==> src/rtl/spi_flash_reader.sv <==
// spi_flash_reader
// Runs a serial-flash READ (opcode, 24-bit address, N data bytes) through a
// byte-at-a-time SPI engine without CPU help. The block owns slave select.
// It drops the echo bytes clocked in during the header.
// Data bytes are handed downstream on a valid/ready stream.
// Exactly one byte is ever in flight in the engine. When a transfer is cut
// short, any byte the engine has already taken is still drained, so the
// engine is never left holding a byte that nobody will read.
module spi_flash_reader #(
  parameter int         LEN_W  = 16,
  parameter logic [7:0] CMD    = 8'h03,
  parameter logic [7:0] DUMMY  = 8'hFF,
  parameter int         CS_GAP = 4
) (
  input  logic             clk_i,
  input  logic             rst_i,
  input  logic             start,
  input  logic [23:0]      addr,
  input  logic [LEN_W-1:0] len,
  input  logic             abort,
  output logic             busy,
  output logic             done,
  output logic [7:0]       spi_din,
  output logic             spi_din_valid,
  input  logic             spi_din_ready,
  input  logic [7:0]       spi_dout,
  input  logic             spi_dout_valid,
  output logic             spi_dout_ready,
  output logic             ss,
  output logic [7:0]       dat_o,
  output logic             dat_valid,
  input  logic             dat_ready
);

  // Gap counter runs 0..CS_GAP-1.
  localparam int               CNT_W    = (CS_GAP > 1) ? $clog2(CS_GAP) : 1;
  localparam logic [CNT_W-1:0] GAP_LAST = CNT_W'(CS_GAP - 1);
  localparam logic [CNT_W-1:0] CNT_ZERO = CNT_W'(0);
  localparam logic [CNT_W-1:0] CNT_ONE  = CNT_W'(1);
  localparam logic [LEN_W-1:0] LEN_ZERO = LEN_W'(0);
  localparam logic [LEN_W-1:0] LEN_ONE  = LEN_W'(1);
  localparam logic [2:0]       HDR_LEN  = 3'd4;

  typedef enum logic [2:0] {
    ST_IDLE  = 3'd0,
    ST_SETUP = 3'd1,
    ST_TX    = 3'd2,
    ST_RX    = 3'd3,
    ST_OUT   = 3'd4,
    ST_HOLD  = 3'd5
  } state_t;

  // Byte to shift out for a given header index; past the header it is DUMMY.
  function automatic logic [7:0] tx_byte(input logic [2:0] idx, input logic [23:0] a);
    logic [7:0] b;
    case (idx)
      3'd0:    b = CMD;
      3'd1:    b = a[23:16];
      3'd2:    b = a[15:8];
      3'd3:    b = a[7:0];
      default: b = DUMMY;
    endcase
    return b;
  endfunction

  // Current state / registers
  state_t           state_r;
  logic [CNT_W-1:0] cnt_r;
  logic [2:0]       hdr_idx_r;
  logic [23:0]      addr_r;
  logic [LEN_W-1:0] rem_r;
  logic             abort_pend_r;
  logic             ss_r;
  logic             busy_r;
  logic             done_r;
  logic [7:0]       spi_din_r;
  logic             spi_din_valid_r;
  logic             spi_dout_ready_r;
  logic [7:0]       dat_o_r;
  logic             dat_valid_r;

  // Next-state values
  state_t           state_s;
  logic [CNT_W-1:0] cnt_s;
  logic [2:0]       hdr_idx_s;
  logic [23:0]      addr_s;
  logic [LEN_W-1:0] rem_s;
  logic             abort_pend_s;
  logic             ss_s;
  logic             busy_s;
  logic             done_s;
  logic [7:0]       spi_din_s;
  logic             spi_din_valid_s;
  logic             spi_dout_ready_s;
  logic [7:0]       dat_o_s;
  logic             dat_valid_s;

  // State and output registers; reset drops everything back to an idle bus.
  always_ff @(posedge clk_i or posedge rst_i) begin
    if (rst_i) begin
      state_r          <= ST_IDLE;
      cnt_r            <= CNT_ZERO;
      hdr_idx_r        <= 3'd0;
      addr_r           <= 24'd0;
      rem_r            <= LEN_ZERO;
      abort_pend_r     <= 1'b0;
      ss_r             <= 1'b1;
      busy_r           <= 1'b0;
      done_r           <= 1'b0;
      spi_din_r        <= 8'd0;
      spi_din_valid_r  <= 1'b0;
      spi_dout_ready_r <= 1'b0;
      dat_o_r          <= 8'd0;
      dat_valid_r      <= 1'b0;
    end else begin
      state_r          <= state_s;
      cnt_r            <= cnt_s;
      hdr_idx_r        <= hdr_idx_s;
      addr_r           <= addr_s;
      rem_r            <= rem_s;
      abort_pend_r     <= abort_pend_s;
      ss_r             <= ss_s;
      busy_r           <= busy_s;
      done_r           <= done_s;
      spi_din_r        <= spi_din_s;
      spi_din_valid_r  <= spi_din_valid_s;
      spi_dout_ready_r <= spi_dout_ready_s;
      dat_o_r          <= dat_o_s;
      dat_valid_r      <= dat_valid_s;
    end
  end

  // Sequencer: next state and next value of every registered output.
  always_comb begin
    state_s          = state_r;
    cnt_s            = cnt_r;
    hdr_idx_s        = hdr_idx_r;
    addr_s           = addr_r;
    rem_s            = rem_r;
    abort_pend_s     = abort_pend_r;
    ss_s             = ss_r;
    busy_s           = busy_r;
    done_s           = 1'b0;
    spi_din_s        = spi_din_r;
    spi_din_valid_s  = spi_din_valid_r;
    spi_dout_ready_s = spi_dout_ready_r;
    dat_o_s          = dat_o_r;
    dat_valid_s      = dat_valid_r;

    case (state_r)
      ST_IDLE: begin
        // abort has no meaning here; start wins when both are high
        if (start) begin
          if (len != LEN_ZERO) begin
            addr_s       = addr;
            rem_s        = len;
            hdr_idx_s    = 3'd0;
            cnt_s        = CNT_ZERO;
            abort_pend_s = 1'b0;
            ss_s         = 1'b0;
            busy_s       = 1'b1;
            state_s      = ST_SETUP;
          end else begin
            // zero-length read: report completion without touching the bus
            done_s = 1'b1;
          end
        end else begin
          state_s = ST_IDLE;
        end
      end

      ST_SETUP: begin
        if (abort) begin
          cnt_s   = CNT_ZERO;
          state_s = ST_HOLD;
        end else if (cnt_r == GAP_LAST) begin
          spi_din_s       = tx_byte(hdr_idx_r, addr_r);
          spi_din_valid_s = 1'b1;
          state_s         = ST_TX;
        end else begin
          cnt_s = cnt_r + CNT_ONE;
        end
      end

      ST_TX: begin
        if (spi_din_valid_r && spi_din_ready) begin
          // byte is now in the engine: its echo must be drained even if
          // abort arrives in this very cycle
          spi_din_valid_s  = 1'b0;
          spi_dout_ready_s = 1'b1;
          abort_pend_s     = abort;
          state_s          = ST_RX;
        end else if (abort) begin
          spi_din_valid_s = 1'b0;
          cnt_s           = CNT_ZERO;
          state_s         = ST_HOLD;
        end else begin
          state_s = ST_TX;
        end
      end

      ST_RX: begin
        if (spi_dout_valid) begin
          spi_dout_ready_s = 1'b0;
          if (abort || abort_pend_r) begin
            abort_pend_s = 1'b0;
            cnt_s        = CNT_ZERO;
            state_s      = ST_HOLD;
          end else if (hdr_idx_r < HDR_LEN) begin
            // header echo: discard and send the next header/dummy byte
            hdr_idx_s       = hdr_idx_r + 3'd1;
            spi_din_s       = tx_byte(hdr_idx_r + 3'd1, addr_r);
            spi_din_valid_s = 1'b1;
            state_s         = ST_TX;
          end else begin
            dat_o_s     = spi_dout;
            dat_valid_s = 1'b1;
            state_s     = ST_OUT;
          end
        end else if (abort) begin
          abort_pend_s = 1'b1;
        end else begin
          state_s = ST_RX;
        end
      end

      ST_OUT: begin
        if (abort) begin
          dat_valid_s = 1'b0;
          cnt_s       = CNT_ZERO;
          state_s     = ST_HOLD;
        end else if (dat_ready) begin
          dat_valid_s = 1'b0;
          rem_s       = rem_r - LEN_ONE;
          if (rem_r == LEN_ONE) begin
            cnt_s   = CNT_ZERO;
            state_s = ST_HOLD;
          end else begin
            spi_din_s       = DUMMY;
            spi_din_valid_s = 1'b1;
            state_s         = ST_TX;
          end
        end else begin
          // downstream stall: nothing new goes to the engine
          state_s = ST_OUT;
        end
      end

      ST_HOLD: begin
        // abort is irrelevant here; the gap always runs to completion
        if (cnt_r == GAP_LAST) begin
          ss_s    = 1'b1;
          busy_s  = 1'b0;
          done_s  = 1'b1;
          state_s = ST_IDLE;
        end else begin
          cnt_s = cnt_r + CNT_ONE;
        end
      end

      default: begin
        ss_s             = 1'b1;
        busy_s           = 1'b0;
        spi_din_valid_s  = 1'b0;
        spi_dout_ready_s = 1'b0;
        dat_valid_s      = 1'b0;
        state_s          = ST_IDLE;
      end
    endcase
  end

  assign busy           = busy_r;
  assign done           = done_r;
  assign spi_din        = spi_din_r;
  assign spi_din_valid  = spi_din_valid_r;
  assign spi_dout_ready = spi_dout_ready_r;
  assign ss             = ss_r;
  assign dat_o          = dat_o_r;
  assign dat_valid      = dat_valid_r;

endmodule

==> config.mk <==
export PLATFORM = sky130hd
export DESIGN_NAME = spi_flash_reader
export DESIGN_NICKNAME = d
export VERILOG_FILES = /design/src/rtl/spi_flash_reader.sv
export SDC_FILE = /design/constraint.sdc
export NUM_CORES = 1
export LEC_CHECK = 0
export ABC_CLOCK_PERIOD_IN_PS = 2240
export CORE_ASPECT_RATIO = 1.25
export CORE_UTILIZATION = 47
export DETAILED_ROUTE_END_ITERATION = 7
export PLACE_DENSITY = 0.86
export SLEW_MARGIN = 0
export SYNTH_ARGS = -nofsm -noshare
export SYNTH_HDL_FRONTEND = slang
export SYNTH_SLANG_ARGS = --single-unit
==> constraint.sdc <==
create_clock -name clk_i -period 2.24 [get_ports clk_i]
set_clock_uncertainty 0.05 [all_clocks]
set_input_delay 0.448 -clock clk_i [delete_from_list [all_inputs] [get_ports clk_i]]
set_output_delay 0.448 -clock clk_i [all_outputs]
set_load 0.05 [all_outputs]
==> results by group, run 1 <==
Setup path
  – Max incr delay on CP: 0.80 ns
  – CP Launch Type: flop
  – WP buf/inv: 1
  – Setup crit end kind: output pin
  – Worst EP arrival: approximately 1.7 ns
  – CP max stage cell: clkdlybuf4s50_1
  – Worst EP required: 1.74 ns
  – WS Path Type: flop to output pin
  – CP delay by family, top: buffers and inverters
  – CP cell instances: clkdlybuf4s50_1
  – Critical Path Fanout Max: 2

Yosys
  – Syn Inst Count: 414
  – Synth Area in Adders: 2.486%
  – Primary FF master, synth: dfrtp_1
  – Synthesized Nets: 477
  – Mux share of post-synthesis cell area: ~10%
  – Post-synth EDFFs: 0
  – Area contributors post-synth: dfrtp_1 (44%), mux2_2 (8.9%), o21ai_0 (4.7%), a21oi_1 (3.6%), a222oi_1 (3.5%)
  – Post-synth top area cell: dfrtp_1
  – XOR/XNOR Fraction of Synth Area: 0%
  – Top-area cell type share of the netlist area: 43.51%
  – Register area share after synthesis: 44.16%
  – Synth Cell Area: between 4000 and 5000 um2
  – Compound-cell area share of the yosys netlist: 22.96%
  – Largest family of logic cells by synthesized area: compound AO/OA/AOI/OAI gates
  – Syn. warnings: 0
  – Synth Area in Simple Gates: between 10% and 20%
  – Avg Synthesized Cell Area: 9.726 um2
  – Async S/R FF share, synth: 100.0%
  – Flops & latches, synth: 71
  – Synth cell types: 55

Pwr
  – Total power: around 6800 uW
  – Power per cell area: roughly 1200 nW/um2
  – VDD IR max: slightly below 0.0006 V
  – Lkg Pwr: 0.002311 uW

Layout
  – Diodes inserted: 0
  – Fin cells: 633
  – Fraction of layout cells with a size suffix above 1: 22.01%
  – Layout area overhead: 37.01%
  – Nets: 594

GRT
  – First-pass GRT wire length: about 18000 um
  – Initial antenna violation count: 0
  – Number of global-route vias before repair: 3855
  – Largest net degree at the start of global routing: 31
  – GRT Total Usage: 25.58%
  – Grt ovf: 0

Timing
  – Post-route setup slack: 0.05977 ns
  – Slew @ Worst Pin: 0.5834 ns
  – Slew headroom: approximately three fifths
  – Period utilization: 97.33%
  – Min Tclk post-route: ~2.2 ns
  – FMAX: between 400 and 500 MHz
  – Setup_tns: 0 ns
  – Hold Vio Cnt, Final: 0
  – Final setup fails: 0
  – Final max-slew violation count: 0

Clocking
  – CTS tree: done
  – CTS Hold Bufs: 0
  – Clk root buf: clkbuf_8
  – Worst skew pair latency: 0.35 ns
  – Clk slew on worst S/H paths: 0.08 ns
  – Max Buffers Root-to-Sink: 2
  – Cts bufs inserted: 9
  – CTS sink cnt: between 70 and 80
  – H-tree depth: 3

Die
  – Core region area: 8287 um2
  – # rows: 37
  – Starting Density: 48.59%
  – DIE HEIGHT: 105.5 um
  – Die Area: 8943 um2
  – Die width: 84.79 um
  – I/O pins: 77

Job
  – Max-Cap Viols: 0

Outcome
  – Run status: finished with violations
  – Failing checks: DRC

Drt
  – Residual DRC: 1
  – Vias post-DR: 3914
  – Final wirelength: 11020 um
  – Antenna-violating nets left: 0
  – Via-to-Cell Ratio: just over 6
  – Routed len/inst: 17.40 um
  – DRT iter0 DRCs: between 300 and 400
  – Pre-antenna DRT Iters: 8

Placed design
  – Worst slack, placed: -0.3149 ns
  – Hpwl dp: 8050 um
  – Placed insts: 616
  – Gp weighted congestion: between 0.9 and 1
  – IO Port Bufs: 76

Worst hold path
  – Worst hold path type: primary input to async pin
what timing repair did:
item                       in CTS  in global routing
setup endpoints to repair       2                 32
setup buffers                   0                  1
resized for setup               2                  3
metal layers:
metal / vias up / wire (um) / GRT usage [%]
li1: 1810 / - / -
met1: 1892 / 4327 / 30.20
met2: 171 / 5804 / 44.95
met3: 41 / 490 / 3.211
met4: 0 / 393 / 13.92
met5: - / 0 / 0
cell type report:
class                   instances  area, um2
fillers                       646       2770
clock buffers                  10      127.6
inverters                      14      56.30
multi-input cells             304       2103
flip-flops and latches         71       1778
clock inverters                 6      93.84
repair buffers                131       1236
well taps                      97      121.4
synth_stat cells, types with 3 or more instances:
| master | instances |
|---|---|
| a211oi_1 | 3 |
| a21oi_1 | 29 |
| a222oi_1 | 14 |
| a22o_1 | 8 |
| a22oi_1 | 7 |
| buf_1 | 4 |
| buf_2 | 8 |
| clkbuf_1 | 11 |
| dfrtp_1 | 70 |
| ha_1 | 8 |
| inv_1 | 14 |
| mux2_2 | 32 |
| nand2_1 | 27 |
| nand2b_1 | 10 |
| nand3_1 | 10 |
| nand4_1 | 4 |
| nor2_1 | 27 |
| nor2b_1 | 4 |
| nor3_1 | 13 |
| nor4_1 | 9 |
| o211ai_1 | 4 |
| o21a_1 | 3 |
| o21ai_0 | 38 |
| o22ai_1 | 7 |
| o2bb2ai_1 | 6 |
| or3_1 | 4 |
metrics by stage:
| stage | hold slack, ns | instance area, um2 | util (%) |
|---|---|---|---|
| after global placement | 0.4131 | 5261 | 63.49 |
| after floorplan | 0.4299 | 4030 | - |
| after global routing | 0.4389 | 5517 | 66.57 |
| after detailed placement | 0.4278 | 5261 | 63.49 |
| final | 0.4006 | 5517 | 66.57 |
| after CTS | 0.4088 | 5494 | 66.30 |
final timing paths:
path	startpoint	slack, ns	cells past startpoint	end
worst max-delay path	ss$_DFFE_PP1P_	0.06	1	ss
worst min-delay path	rst_i	0.40	2	abort_pend_r$_DFFE_PP0P_
worst max register to register	rem_r[10]$_DFFE_PP0P_	0.13	5	spi_din[0]$_DFFE_PP0P_
worst min register to register	busy$_DFFE_PP0P_	0.44	2	busy$_DFFE_PP0P_
max in group asynchronous	rst_i	1.18	3	ss$_DFFE_PP1P_
min in group clk_i	busy$_DFFE_PP0P_	0.44	2	busy$_DFFE_PP0P_
sequential cells by signal, indices dropped and copies added (netlist names), 2 cells and up:
name	flops
state_r	3
addr_r	24
rem_r	16
dat_o	8
hdr_idx_r	3
cnt_r	2
spi_din	8
power breakdown:
group          total (uW)  internal (uW)  switching [uW]
clock                1160            635             521
combinational        3300           1530            1770
sequential           2310           1800             517
cell usage in the layout (no fill, tap or decap), drive strengths merged, types with 2 or more instances in the layout:
cell type,netlist,layout
or2b,2,2
o32ai,2,2
a22o,8,8
o211ai,4,4
o21a,3,3
clkinvlp,0,2
nor2b,4,4
a222oi,14,14
or2,2,2
o22ai,7,7
a211oi,3,3
o221ai,3,3
clkbuf,11,10
nor3b,3,3
nand2b,10,10
o21ai,39,39
nand4,4,4
nand2,27,27
nor2,27,27
nor3,13,13
nor4,11,11
nand3,10,10
a22oi,7,7
and4,2,2
clkinv,0,2
ha,8,8
buf,14,55
or3,4,4
clkdlybuf4s50,0,76
a21oi,31,31
a221oi,2,2
mux2i,2,2
o2bb2ai,6,6
bufinv,0,2
inv,14,14
dfrtp,70,70
mux2,34,34
cell families after synthesis:
group	Yosys count
adder cells (fa/ha/maj)	8
AO/OA/AOI/OAI	137
multiplexers	36
buffers and inverters	39
flip-flops	71
AND/OR/NAND/NOR	123
Note: power is estimated with default switching activity, not from simulation.
==> run 2, diff against run 1 <==
ABC_CLOCK_PERIOD_IN_PS = 2000   (was 2240)
clock period = 2 ns   (was 2.24 ns; I/O delays follow)
==> results by group, run 2 (same netlist as run 1, synthesis figures left out) <==
Layout
  – Nets: 622 (+4.7%)
  – Fraction of layout cells with a size suffix above 1: 30.73% (+8.7 points)
  – Layout area overhead: 47.02%
  – Diodes inserted: 0 (unchanged)
  – Number of flip-flops under the largest register name: 24 (unchanged)
  – Most common cell after layout, fill and taps aside: buf_4
  – Largest registers: addr_r: 24 flops, rem_r: 16 flops
  – Biggest register: addr_r
  – Most frequent cells in the layout: buf_4 (78), dfrtp_1 (68), clkdlybuf4s50_1 (60), o21ai_0 (35), mux2_2 (32)
  – Finished Core Util: 71.43% (+4.9 points)

Setup path
  – Worst EP arrival: 2.22 ns (+0.54 ns)
  – CP Launch Type: primary input
  – CP startpoint: len[9]
  – Worst EP required: 2.15 ns (+0.41 ns)
  – RR Endpoint: spi_din[7]$_DFFE_PP0P_
  – Setup crit end kind: flop
  – Reg2reg path depth: 7 (+2)
  – Reg2reg start: hdr_idx_r[0]$_DFFE_PP0P_
  – Critical Path Fanout Max: 3 (+1)
  – Worst R2R Setup Slack: -0.03 ns (-0.16 ns)
  – WS Path Type: primary input to flop

Outcome
  – Failing checks: DRC, setup timing
  – Run status: finished with violations

GRT
  – Initial antenna violation count: 0 (unchanged)
  – Grt ovf: 0 (unchanged)
  – Number of global-route vias before repair: 4207 (+9.1%)
  – First-pass GRT wire length: 19950 um (+11%)
  – GRT Total Usage: 28.43% (+2.8 points)
  – Largest net degree at the start of global routing: 30 (-3.2%)

Drt
  – DRT iter0 DRCs: 521 (+40%)
  – Final wirelength: 13340 um (+21%)
  – Via-to-Cell Ratio: 6.411 (+3.7%)
  – Antenna-violating nets left: 0 (unchanged)
  – Pre-antenna DRT Iters: 8 (unchanged)
  – Routed len/inst: 20.22 um (+16%)
  – Residual DRC: 4 (+3)
  – Vias post-DR: 4231 (+8.1%)

Timing
  – Period utilization: 103.1%
  – Final setup fails: 12 (+12)
  – Final max-slew violation count: 0 (unchanged)
  – Post-route setup slack: -0.06152 ns (-0.1213 ns)
  – Min Tclk post-route: 2.062 ns
  – Hold Vio Cnt, Final: 0 (unchanged)
  – Slew headroom: 64.83% (+3.8 points)
  – Slew @ Worst Pin: 0.5259 ns (-0.05748 ns)
  – FMAX: ~490 MHz
  – Unrepaired setup endpoints after global routing: true

Die
  – Die width: 84.79 um (unchanged)
  – Die Area: 8943 um2 (unchanged)
  – Starting Density: 48.59% (unchanged)
  – DIE HEIGHT: 105.5 um (unchanged)
  – Core region area: 8287 um2 (unchanged)
  – I/O pins: 77 (unchanged)
  – # rows: 37 (unchanged)

Pwr
  – Lkg Pwr: 0.002578 uW (+12%)
  – Power per cell area: 1371 nW/um2 (+12%)
  – VDD IR max: 0.0005948 V (+1.7%)
  – Total power: 8116 uW (+20%)

Clocking
  – Cts bufs inserted: 9 (unchanged)
  – Clk root buf: clkbuf_8
  – Max Buffers Root-to-Sink: 2 (unchanged)
  – CTS sink cnt: 71 (unchanged)
  – Worst skew pair latency: 0.35 ns (about the same)
  – CTS tree: done
  – CTS Hold Bufs: 0 (unchanged)
  – H-tree depth: 3 (unchanged)
  – Clk slew on worst S/H paths: 0.08 ns (about the same)

Placed design
  – Hpwl dp: 9036 um (+12%)
  – IO Port Bufs: 76 (unchanged)
  – Gp weighted congestion: 0.9200 (-3.2%)

Job
  – Max-Cap Viols: 0 (unchanged)

Worst hold path
  – Worst hold path type: primary input to async pin
[run 2: what timing repair did]
item                       4_1_cts  5_1_grt
gates resized for setup          9       44
gates cloned                     0        3
pin swaps                        4       16
setup endpoints to repair       38       56
setup buffers                    1        4
[run 2: layer usage]
layer,part of all wire (%),track usage (%),wire (um),vias to the layer above
met4,6.1,16.83,816,0
li1,-,-,-,1860
met1,36,31.43,4744,2015
met2,52,51.74,6948,277
met3,6.2,3.524,833,79
met5,0,0,0,-
[run 2: area by class of cell]
type / count / area [um2]
well taps: 97 / 121.4
clock buffers: 9 / 123.9
fillers: 572 / 2367
repair buffers: 159 / 1500
clock inverters: 6 / 61.31
multi-input cells: 304 / 2273
inverters: 14 / 58.81
flip-flops and latches: 71 / 1780
[run 2: how the worst max path moves through the flow]
stage	to	cells after the start
6_report	state_r[0]$_DFFE_PP0P_	7
5_1_grt	state_r[0]$_DFFE_PP0P_	8
4_1_cts	spi_din[0]	1
3_5_place_dp	addr_r[23]$_DFFE_PP0P_	6
3_3_place_gp	addr_r[15]$_DFFE_PP0P_	6
2_1_floorplan	spi_din[0]$_DFFE_PP0P_	7
[run 2: worst max-delay path, stage by stage]
cell             delay (ns)
clkdlybuf4s50_1        0.48
nor4_4                 0.35
nand4_1                0.14
buf_4                  0.18
buf_4                  0.15
o221ai_1               0.31
o221ai_1               0.21
[run 2: stage by stage]
stage | area, um2 | instances | hold slack (ns) | TNS, ns | worst slack, ns
after detailed placement | 5419 | 638 | 0.4329 | -24.42 | -0.5194
after CTS | 5662 | 654 | 0.3765 | 0 | 0.004975
after global routing | 5919 | 660 | 0.4088 | -2.519 | -0.1673
final | 5919 | 660 | 0.3659 | -0.1530 | -0.06152
after global placement | 5419 | 638 | 0.4138 | -20.15 | -0.4207
after floorplan | 4039 | 414 | 0.4299 | 0 | 0.009104
[run 2: where the power goes]
part / internal (uW) / total, uW / leakage [uW] / switching (uW)
combinational: 2060 / 4410 / 0.00162 / 2340
clock: 567 / 1130 / 0.0000953 / 562
sequential: 2010 / 2580 / 0.000868 / 566
total: 4640 / 8120 / 0.00258 / 3470
